--- src/rtl/sar_conv_ctrl.sv ---
// sar_conv_ctrl: successive-approximation controller driving CDAC code, comparator strobe and result handoff
module sar_conv_ctrl #(
    parameter int NBITS    = 8,
    parameter int CMP_WAIT = 2,
    parameter int TIMEOUT  = 15
) (
    input  logic             clk,
    input  logic             rst_n,
    input  logic             start,
    input  logic             comp_valid,
    input  logic             comp_out,
    output logic             comp_trig,
    output logic [NBITS-1:0] dac_code,
    output logic             eoc,
    output logic [NBITS-1:0] dout,
    output logic             dout_valid,
    output logic             busy,
    output logic             timeout_err
);
    localparam int IW = $clog2(NBITS);
    localparam int SW = $clog2(CMP_WAIT + 1);
    localparam int TW = $clog2(TIMEOUT + 1);

    typedef enum logic [2:0] {IDLE, SETTLE, TRIG, WAIT_CMP, DONE} state_t;

    state_t           state, state_d;
    logic [IW-1:0]    idx, idx_d;
    logic [SW-1:0]    scnt, scnt_d;
    logic [TW-1:0]    wcnt, wcnt_d;
    logic [NBITS-1:0] code_d, dout_d;
    logic             dv_d, eoc_d, terr_d, tmo;

    assign comp_trig = state == TRIG;
    assign busy      = state != IDLE;
    assign tmo       = wcnt == TW'(TIMEOUT - 1) && !comp_valid;

    always_ff @(posedge clk or negedge rst_n) begin
        if (!rst_n) begin
            state       <= IDLE;
            idx         <= IW'(NBITS - 1);
            scnt        <= '0;
            wcnt        <= '0;
            dac_code    <= '0;
            dout        <= '0;
            dout_valid  <= 1'b0;
            eoc         <= 1'b0;
            timeout_err <= 1'b0;
        end else begin
            state       <= state_d;
            idx         <= idx_d;
            scnt        <= scnt_d;
            wcnt        <= wcnt_d;
            dac_code    <= code_d;
            dout        <= dout_d;
            dout_valid  <= dv_d;
            eoc         <= eoc_d;
            timeout_err <= terr_d;
        end
    end

    always_comb begin
        state_d = state;
        idx_d   = idx;
        scnt_d  = scnt;
        wcnt_d  = wcnt;
        code_d  = dac_code;
        dout_d  = dout;
        dv_d    = 1'b0;
        eoc_d   = eoc;
        terr_d  = timeout_err;
        // losing start mid-search abandons the conversion, even over a same-cycle decision
        if (busy && state != DONE && !start) begin
            state_d = IDLE;
            code_d  = '0;
        end else begin
            case (state)
                IDLE: if (start && !eoc) begin
                    state_d = SETTLE;
                    code_d  = {1'b1, {(NBITS-1){1'b0}}};
                    idx_d   = IW'(NBITS - 1);
                    terr_d  = 1'b0;
                    scnt_d  = SW'(CMP_WAIT - 1);
                end
                SETTLE: begin
                    state_d = scnt == '0 ? TRIG : SETTLE;
                    scnt_d  = scnt == '0 ? scnt : scnt - 1'b1;
                end
                TRIG: begin
                    wcnt_d  = '0;
                    state_d = WAIT_CMP;
                end
                WAIT_CMP: if (comp_valid || tmo) begin
                    code_d[idx] = comp_valid & comp_out;
                    terr_d      = timeout_err | tmo;
                    if (idx != '0) begin
                        code_d[idx - 1'b1] = 1'b1;
                        idx_d   = idx - 1'b1;
                        scnt_d  = SW'(CMP_WAIT - 1);
                        state_d = SETTLE;
                    end else begin
                        state_d = DONE;
                        dout_d  = code_d;
                        dv_d    = 1'b1;
                        eoc_d   = 1'b1;
                    end
                end else begin
                    wcnt_d = wcnt + 1'b1;
                end
                DONE: if (!start) begin
                    state_d = IDLE;
                    eoc_d   = 1'b0;
                    code_d  = '0;
                end
                default: state_d = IDLE;
            endcase
        end
    end
endmodule
--- config.mk ---
export PLATFORM = sky130hd
export DESIGN_NAME = sar_conv_ctrl
export DESIGN_NICKNAME = d
export VERILOG_FILES = /design/src/rtl/sar_conv_ctrl.sv
export SDC_FILE = /design/constraint.sdc
export NUM_CORES = 1
export LEC_CHECK = 0
export ABC_AREA = 1
export ABC_CLOCK_PERIOD_IN_PS = 2700
export BUFFER_PORTS_ARGS = -buffer_cell sky130_fd_sc_hd__buf_2
export CORE_ASPECT_RATIO = 1.2
export CORE_MARGIN = 10
export CORE_UTILIZATION = 42
export CTS_BUF_LIST = sky130_fd_sc_hd__clkbuf_2
export CTS_CLUSTER_SIZE = 24
export DETAILED_ROUTE_END_ITERATION = 12
export PLACE_DENSITY_LB_ADDON = 0.2
export SLEW_MARGIN = 20
export SYNTH_ARGS = -nofsm -noshare
export SYNTH_HDL_FRONTEND = slang
export SYNTH_SLANG_ARGS = --single-unit
--- constraint.sdc ---
create_clock -name clk -period 2.7 [get_ports clk]
set_input_delay 0.135 -clock clk [delete_from_list [all_inputs] [get_ports clk]]
set_output_delay 0.135 -clock clk [all_outputs]
set_load 0.05 [all_outputs]
==> metrics.txt, run 1 <==
outcome complete, no violations; gp weighted congestion 0.881; RSZ-0062 raised after global routing false; Mapped Cells between 200 and 300; FP Rows 27; Initial Util 0.430; Clk pin slew, worst setup/hold paths around 0.18 ns; grt met2 use 0.216; max-cap violation count 0; Setup crit start kind register; Sequential Area between 700 and 800 sq um; synthesis-to-finish area growth 10.5%; DRT antenna net count 0; # DRC 0; min cycle time layout approximately 1.8 ns; Netlist cell types 24; placed inst area approximately 2100 sq um; first-pass detailed-route iteration total 4; Worst-Margin Slew around 0.71 ns; fraction of layout cells with a size suffix above 1 0.218; diodes inserted 0; global routing's busiest layer met2; H-tree depth 2; initial antenna violation count 0; Clock Sinks 31; met3 Usage GRT 0.0314; num ports 26; Final Core Density 0.475; sum of negative setup slack 0 ns; synthesized cell area between 1500 and 2000 sq um; Vert. Die Dim between 90 and 100 microns; root buffer cell clkbuf_2; HP Class in2reg; core area between 4000 and 5000 sq um; total power about 2.0 mW; Synth Warn # 0; Net Count, Synth between 200 and 300; top_reg_cell synth dfrtp_1; TritonCTS clock tree done; dpl hpwl 3400 microns; Async SR Flop Fraction 1.00; Worst EP required ~3.0 ns; Fillers 493; via/cell ratio approximately 5; pwr dens between 900 and 1000 nW/um^2; Port Buffer Count 25; slew margin rel. 0.524; Crit path arrival time between 2 and 2.5 ns; hold slack final roughly 0.15 ns; GR Layer Usage met1 0.146; die width 82.4 microns; clk_skew 0.0223 ns; CP Capture Type register; CP Class reg2reg; buffer levels on the longest clock path 2; routed wire length roughly 4500 microns; Post CTS Setup Buffer Count 0; period utilization 0.674; Syn Area/Cell ~7.4 sq um; Reg2Reg Setup Slack ~0.88 ns; Slew Limit Fails 0; global-route wire length before repair between 7000 and 8000 microns; maximum VDD drop 375 uV; grt ovf 0; Clock Latency Late Sink between 0.3 and 0.4 ns; final setup fails 0; DRT iter0 DRCs 143; Seq cells post-synth 31; area of the multi-input gates just over 1000 sq um; nets between 300 and 400; CTS buffer count 5; wire per inst around 13 microns; vias between 1500 and 2000; top fanout value on the critical path 11; part of the Yosys area used for sequential elements 0.398; Max Clk Rate ~550 MHz; via count of the first global-routing pass ~1700; leakage about 1.2 nW; Final Cell Area 2170 sq um; Die ar. a little under 8000 sq um; final hold vios 0; number of synthesized flops with an enable pin 0; pin count of the biggest net entering global routing 32; total global-route track usage 0.126
flip-flops by register name (all words and copies together) (netlist names):
register,cells
state,3
dout,8
scnt,2
timeout_err,1
dout_valid,1
wcnt,4
dac_code,8
idx,3
eoc,1
cells in the final DEF, fill, tap and decap left out, types with 3 or more instances in the layout:
cell type / count
dfstp_2: 3
nand3_4: 3
nand3_1: 30
a21oi_1: 11
o21ai_2: 9
clkbuf_2: 7
inv_1: 26
nand4_1: 6
ha_1: 5
nand2_1: 94
o21ai_0: 8
nor2_4: 3
inv_2: 4
buf_2: 25
nor2_1: 18
dfrtp_1: 28
Yosys cell counts, types with 2 or more instances:
| cell | number | share of area |
|---|---|---|
| nor2_4 | 3 | 0.017 |
| ha_1 | 5 | 0.032 |
| buf_4 | 4 | 0.015 |
| o21ai_0 | 8 | 0.020 |
| nor2_1 | 18 | 0.034 |
| inv_2 | 4 | 0.0077 |
| o21ai_2 | 9 | 0.040 |
| a21oi_1 | 11 | 0.028 |
| nand2_1 | 94 | 0.18 |
| nand2_2 | 2 | 0.0064 |
| dfstp_2 | 3 | 0.040 |
| inv_1 | 26 | 0.050 |
| nand4_1 | 6 | 0.019 |
| nor2_2 | 2 | 0.0064 |
| dfrtp_1 | 28 | 0.36 |
| nor3_1 | 2 | 0.0051 |
| nand3_4 | 3 | 0.027 |
| nand3_1 | 30 | 0.077 |
power by group:
group          internal (mW)  switching [mW]  total, mW  leakage [nW]
registers              0.577           0.133      0.710         0.413
clock network         0.0707           0.165      0.236        0.0330
logic                  0.307           0.761       1.07         0.743
total                  0.954            1.06       2.01          1.19
per-layer routing:
| metal | up-vias | wire [microns] |
|---|---|---|
| li1 | 904 | - |
| met3 | 12 | 251 |
| met5 | - | 0 |
| met4 | 0 | 111 |
| met2 | 40 | 2220 |
| met1 | 765 | 1900 |
cells by family (layout without fill, tap and decap cells):
group                      Yosys count  after routing  synth area share
adders and majority gates            5              5            0.0319
AOI/OAI and AO/OA                   29             29            0.0951
DFF                                 31             31             0.398
and+or+nand+nor                    163            163             0.393
buffers and inverters               36             65            0.0817
metrics by stage:
step,worst slack [ns],cells
after global routing,0.699,351
after floorplan,0.891,264
final,0.879,351
after CTS,0.894,351
after detailed placement,0.900,342
after global placement,0.978,342
critical path: stages, from the launching register on:
cell and delay, ns:
dfstp_2 0.67, inv_2 0.12, ha_1 0.25, nand2_1 0.11, inv_1 0.09, nand2_2 0.08, nand2_1 0.08, nor2_2 0.15
nand2_1 0.08, nand2_1 0.06, nand2_1 0.05
final timing paths:
check	from	end	cells after the start
max	idx[0]	scnt[0]	10
max reg2reg	idx[0]	scnt[0]	10
min	start	state[2]	3
min reg2reg	dout[3]	dout[3]	2
max in group asynchronous	rst_n	timeout_err	2
min in group asynchronous	rst_n	dout_valid	2
cell type report:
class / count / area share
clock inverters: 1 / 0.00231
flip-flops and latches: 31 / 0.360
multi-input cells: 197 / 0.471
clock buffers: 7 / 0.0162
repair buffers: 26 / 0.0624
inverters: 31 / 0.0549
well taps: 58 / 0.0335
what timing repair did:
action	4_1_cts	5_1_grt
hold buffers	1	0
hold endpoints to repair	28	0
resized for setup	0	0
setup endpoints to repair	0	0
No activity file was read; power rests on OpenSTA's default activity.
==> run 2, diff against run 1 <==
--- a/config.mk
+++ b/config.mk
@@ -5,8 +5,8 @@
 export SDC_FILE = /design/constraint.sdc
 export NUM_CORES = 1
 export LEC_CHECK = 0
-export ABC_AREA = 1
-export ABC_CLOCK_PERIOD_IN_PS = 2700
+export ABC_AREA = 0
+export ABC_CLOCK_PERIOD_IN_PS = 1900
 export BUFFER_PORTS_ARGS = -buffer_cell sky130_fd_sc_hd__buf_2
 export CORE_ASPECT_RATIO = 1.2
 export CORE_MARGIN = 10
==> constraint.sdc (replaced) <==
create_clock -name clk -period 1.9 [get_ports clk]
set_input_delay 0.095 -clock clk [delete_from_list [all_inputs] [get_ports clk]]
set_output_delay 0.095 -clock clk [all_outputs]
set_load 0.05 [all_outputs]
==> metrics.txt, run 2 <==
via/cell ratio 5.40 (+10%); gp weighted congestion 0.814 (-7.6%); Initial Util 0.428 (-0.00152); top_reg_cell synth dfrtp_1; pwr dens 943 nW/um^2 (+1.4%); total global-route track usage 0.112 (-0.0148); RSZ-0062 raised after global routing true; H-tree depth 2 (unchanged); leakage 1.02 nW (-14%); Crit path arrival time 2.07 ns (-0.05 ns); Clock Latency Late Sink 0.38 ns (about the same); Port Buffer Count 25 (unchanged); Synth area leaders dfrtp_1 39%, a22o_1 5.3%, mux2i_1 5.0%; CP Class reg2reg; synthesized cell area 1810 sq um (-7.6%); maximum VDD drop 586 uV (+57%); Fillers 417 (-15%); Seq cells post-synth 31 (unchanged); DRT iter0 DRCs 76 (-47%); first-pass detailed-route iteration total 4 (unchanged); outcome complete, no violations; period utilization 0.943 (+0.268); top fanout value on the critical path 7 (-4); CTS buffer count 5 (unchanged); via count of the first global-routing pass 1399 (-18%); Worst-Margin Slew 0.678 ns (-0.0358 ns); CP Capture Type register; Post-synth top cells 28 x dfrtp_1, 14 x a21oi_1, 14 x nor2_1; Clk pin slew, worst setup/hold paths 0.16 ns (-0.02 ns); number of synthesized flops with an enable pin 0 (unchanged); Clock Sinks 31 (unchanged); synthesis-to-finish area growth 17.4%; TritonCTS clock tree done; R2R depth 6 (-4); Final Core Density 0.503 (+0.0278); dpl hpwl 3030 microns (-11%); buffer levels on the longest clock path 2 (unchanged); Worst EP required 2.18 ns (-0.82 ns); largest area contributor in the netlist dfrtp_1; nets 222 (-26%); final hold vios 0 (unchanged); root buffer cell clkbuf_2; Async SR Flop Fraction 1.00 (unchanged); Net Count, Synth 188 (-31%); routed wire length 4050 microns (-9.6%); initial antenna violation count 0 (unchanged); Synth Warn # 0 (unchanged); area of the multi-input gates 958 sq um (-6.0%); total power 2.00 mW (-0.46%); Final Cell Area 2130 sq um (-1.8%); Setup crit start kind register; hold path depth 3 (unchanged); most frequent cells in the layout 27 x dfrtp_1, 25 x buf_2, 14 x nor2_1, 14 x a21oi_1, 12 x o21ai_0; most common cell after layout, fill and taps aside dfrtp_1; fraction of layout cells with a size suffix above 1 0.300 (+0.0820); core area 4230 sq um (-7.3%); wire per inst 15.1 microns (+18%); clk_skew 0.0138 ns (-0.00850 ns); Vert. Die Dim 91.9 microns (-3.1%); Max Clk Rate 558 MHz (+1.7%); min cycle time layout 1.79 ns (-0.0296 ns); vias 1452 (-16%); die width 79.9 microns (-2.9%); Mapped Cells 178 (-33%); Sequential Area 781 sq um (+0.16%); global-route wire length before repair 6600 microns (-16%); Die ar. 7350 sq um (-5.9%); Netlist cell types 48 (+100%); sum of negative setup slack 0 ns (unchanged); placed inst area 2020 sq um (-4.4%); pin count of the biggest net entering global routing 32 (unchanged); HP Class in2reg; final setup fails 0 (unchanged); num ports 26 (unchanged); max-cap violation count 0 (unchanged); # DRC 0 (unchanged); Syn Area/Cell 10.2 sq um (+37%); count leader, synth dfrtp_1; diodes inserted 0 (unchanged); FP Rows 26 (-3.7%); top-area cell type share of the netlist area 0.387 (+0.0294); part of the Yosys area used for sequential elements 0.431 (+0.0327); grt ovf 0 (unchanged); Top Registers dac_code x8, dout x8, wcnt x4; Slew Limit Fails 0 (unchanged); slew margin rel. 0.548 (+0.0239); DRT antenna net count 0 (unchanged)
==> run 2: final timing paths <==
path | start | endpoint | slack (ns)
max | wcnt[0] | scnt[0] | 0.11
min | start | eoc | 0.05
max reg2reg | wcnt[0] | scnt[0] | 0.11
min reg2reg | timeout_err | timeout_err | 0.52
max in group asynchronous | rst_n | wcnt[0] | 1.16
min in group asynchronous | rst_n | dac_code[2] | 0.26
==> run 2: where the power goes <==
| part | total (mW) | internal (mW) | switching (mW) | leakage [nW] |
|---|---|---|---|---|
| sequential | 0.863 | 0.744 | 0.120 | 0.396 |
| clock | 0.456 | 0.217 | 0.239 | 0.0404 |
| combinational | 0.685 | 0.286 | 0.400 | 0.586 |
==> run 2: area by class of cell <==
| type | count | share of cell area |
|---|---|---|
| Clock inverter | 3 | 0.0182 |
| Sequential cell | 31 | 0.367 |
| Multi-Input combinational cell | 129 | 0.451 |
| Timing Repair Buffer | 35 | 0.101 |
| Tap cell | 56 | 0.0330 |
| Inverter | 10 | 0.0177 |
| Clock buffer | 5 | 0.0118 |
==> run 2: logic make-up (layout without fill, tap and decap cells) <==
kind of cell	Yosys count	after routing	share of synthesized area
AOI/OAI and AO/OA	52	52	0.203
xor gates and xnor gates	1	1	0.00484
adders and majority gates	5	5	0.0346
buffers and inverters	18	53	0.0477
DFF	31	31	0.431
muxes	11	11	0.0643
and+or+nand+nor	60	60	0.215
==> run 2: per-layer routing <==
layer | vias to the layer above | share of wire | track usage | wire [microns]
li1 | 726 | - | - | -
met1 | 686 | 0.40 | 0.117 | 1640
met2 | 29 | 0.52 | 0.194 | 2120
met3 | 11 | 0.050 | 0.0352 | 203
met4 | 0 | 0.022 | 0.0529 | 89
met5 | - | 0 | 0 | 0
==> run 2: worst max-delay path, cell delays in order (launching register included) <==
cell,delay (ns)
dfrtp_2,0.47
inv_1,0.06
ha_1,0.21
a31o_4,0.23
nand2_1,0.08
a211oi_2,0.29
mux2_1,0.35
==> run 2: timing repair <==
action	4_1_cts	5_1_grt
endpoints found under the setup margin	0	11
gates resized for setup	0	2
hold endpoints to repair	28	0
setup buffers	0	1
hold buffers	1	0
==> run 2: through the flow <==
| stage | hold WS (ns) | std cells | setup WS (ns) |
|---|---|---|---|
| floorplan | -0.201 | 178 | 0.0122 |
| global placement | 0.166 | 259 | 0.104 |
| detailed placement | 0.180 | 259 | 0.0525 |
| CTS | 0.0245 | 268 | 0.0318 |
| global route | 0.0309 | 269 | -0.0198 |
| finish | 0.0493 | 269 | 0.108 |
==> run 3, diff against run 2 <==
--- a/config.mk
+++ b/config.mk
@@ -8,9 +8,11 @@
 export ABC_AREA = 0
 export ABC_CLOCK_PERIOD_IN_PS = 1900
 export BUFFER_PORTS_ARGS = -buffer_cell sky130_fd_sc_hd__buf_2
+export CELL_PAD_IN_SITES_DETAIL_PLACEMENT = 1
+export CELL_PAD_IN_SITES_GLOBAL_PLACEMENT = 2
 export CORE_ASPECT_RATIO = 1.2
 export CORE_MARGIN = 10
-export CORE_UTILIZATION = 42
+export CORE_UTILIZATION = 37
 export CTS_BUF_LIST = sky130_fd_sc_hd__clkbuf_2
 export CTS_CLUSTER_SIZE = 24
 export DETAILED_ROUTE_END_ITERATION = 12
==> metrics.txt, run 3 (same netlist as run 2, synthesis figures left out) <==
outcome complete, no violations; grt ovf 0 (unchanged); Vert. Die Dim 96.6 microns (+5.1%); nets 225 (+1.4%); max-cap violation count 0 (unchanged); pin count of the biggest net entering global routing 32 (unchanged); Top Registers dac_code x8, dout x8, wcnt x4; most frequent cells in the layout 28 x dfrtp_1, 25 x buf_2, 14 x nor2_1, 14 x a21oi_1; hold slack final 0.0362 ns (-0.0132 ns); leakage 1.03 nW (+1.0%); Die ar. 8100 sq um (+10%); Clk pin slew, worst setup/hold paths 0.19 ns (+0.03 ns); Int Power 1.27 mW (+1.8%); fraction of layout cells with a size suffix above 1 0.306 (+0.00509); wire per inst 18.3 microns (+22%); Worst EP required 2.23 ns (+0.05 ns); num ports 26 (unchanged); buffer levels on the longest clock path 2 (unchanged); Crit path arrival time 2.12 ns (+0.05 ns); root buffer cell clkbuf_2; HP Class in2reg; Psw 0.819 mW (+7.9%); total global-route track usage 0.121 (+0.00954); placed inst area 2040 sq um (+0.87%); worst reg2reg path endpoint dac_code[6]; Reg2Reg Setup Slack 0.11 ns (about the same); clock share of power 0.228 (about the same); DRT antenna net count 0 (unchanged); Hold EP eoc; CP Capture Type register; first-pass detailed-route iteration total 4 (unchanged); min cycle time layout 1.79 ns (-0.000910 ns); core area 4660 sq um (+10%); routed wire length 5020 microns (+24%); Setup crit start kind register; reg2reg start idx[1]; period utilization 0.942 (about the same); Final Cell Area 2160 sq um (+1.4%); slowest CP cell dfstp_2; hold path depth 3 (unchanged); Port Buffer Count 25 (unchanged); maximum VDD drop 511 uV (-13%); diodes inserted 0 (unchanged); sum of negative setup slack 0 ns (unchanged); clk_skew 0.0137 ns (-0.0000917 ns); via/cell ratio 5.43 (+0.61%); Clock Sinks 31 (unchanged); die width 83.9 microns (+4.9%); Final Core Density 0.462 (-0.0402); CTS buffer count 5 (unchanged); final hold vios 0 (unchanged); final setup fails 0 (unchanged); Slew Limit Fails 0 (unchanged); Cell Chain, Critical Path inv_1 > ha_1 > nor2b_1 > or3_1 > o21ai_0 > a22o_1; vias 1488 (+2.5%); synthesis-to-finish area growth 19.1%; Sw Ratio 0.392 (+0.0138); Max Clk Rate 558 MHz (about the same); R2R depth 6 (unchanged); gp weighted congestion 0.798 (-1.9%); top fanout value on the critical path 5 (-2); # DRC 0 (unchanged); Worst-Margin Slew 0.751 ns (+0.0730 ns); Hold Startpoint start; Clock Latency Late Sink 0.38 ns (about the same); Fillers 545 (+31%); H-tree depth 2 (unchanged); placed insts 263 (+1.5%); Initial Util 0.388 (-0.0398); via count of the first global-routing pass 1606 (+15%); pwr dens 968 nW/um^2 (+2.7%); initial antenna violation count 0 (unchanged); sequential share of power 0.412 (-0.019); RSZ-0062 raised after global routing false; fin cells 274 (+1.9%); FP Rows 27 (+3.8%); DRT iter0 DRCs 21 (-72%); dpl hpwl 3800 microns (+26%); global-route wire length before repair 8230 microns (+25%); TritonCTS clock tree done; CP Class reg2reg; Comb pwr share 0.360 (+0.018); max incr delay on CP 0.62 ns (+0.15 ns); most common cell after layout, fill and taps aside dfrtp_1; slew margin rel. 0.499 (-0.0486)
==> run 3: metal layers <==
layer / wire (microns) / vias up / GRT usage
met2: 2770 / 20 / 0.228
met1: 2050 / 740 / 0.129
met3: 153 / 5 / 0.0327
met5: 0 / - / 0
met4: 48 / 0 / 0.0270
li1: - / 723 / -
==> run 3: how the worst max path moves through the flow <==
stage	slack [ns]	cells past startpoint	endpoint	startpoint
after detailed placement	0.04	7	eoc	idx[0]
after CTS	0.02	7	dout[2]	idx[0]
after global placement	0.13	6	scnt[0]	idx[1]
final	0.11	6	dac_code[6]	idx[1]
after floorplan	0.01	7	scnt[0]	idx[1]
after global routing	0.01	6	dac_code[7]	idx[1]
==> run 3: power by group through the flow <==
stage | logic [mW] | registers (mW) | clock network [mW]
2_1_floorplan | 0.490 | 0.887 | 0
3_5_place_dp | 0.739 | 0.867 | 0
4_1_cts | 0.744 | 0.853 | 0.480
3_3_place_gp | 0.691 | 0.855 | 0
5_1_grt | 0.842 | 0.870 | 0.517
6_report | 0.751 | 0.861 | 0.475
==> run 3: worst max-delay path, delay by kind of cell, from the launching register on <==
| family | cells | cell delay [ns] |
|---|---|---|
| fa+ha+maj | 1 | 0.22 |
| compound gates | 2 | 0.30 |
| buf+inv | 1 | 0.08 |
| flops | 1 | 0.62 |
| simple gates | 2 | 0.53 |
==> run 3: timing repair <==
item	in CTS	in global routing
setup endpoints to repair	0	13
endpoints found under the hold margin	28	0
hold buffers	1	0
buffers inserted	0	2
resized for setup	0	3
==> run 3: area by class of cell <==
type	count	area, sq um	area share
Sequential cell	31	779	0.362
Clock inverter	3	38.8	0.0180
Tap cell	58	72.6	0.0337
Multi-Input combinational cell	129	965	0.447
Clock buffer	5	25.0	0.0116
Inverter	10	37.5	0.0174
Timing Repair Buffer	38	238	0.110
==> run 3: stage by stage <==
stage               setup slack, ns  power, mW
floorplan                    0.0122       1.38
global placement              0.126       1.55
detailed placement           0.0412       1.61
CTS                          0.0187       2.08
global route                0.00975       2.23
finish                        0.109       2.09
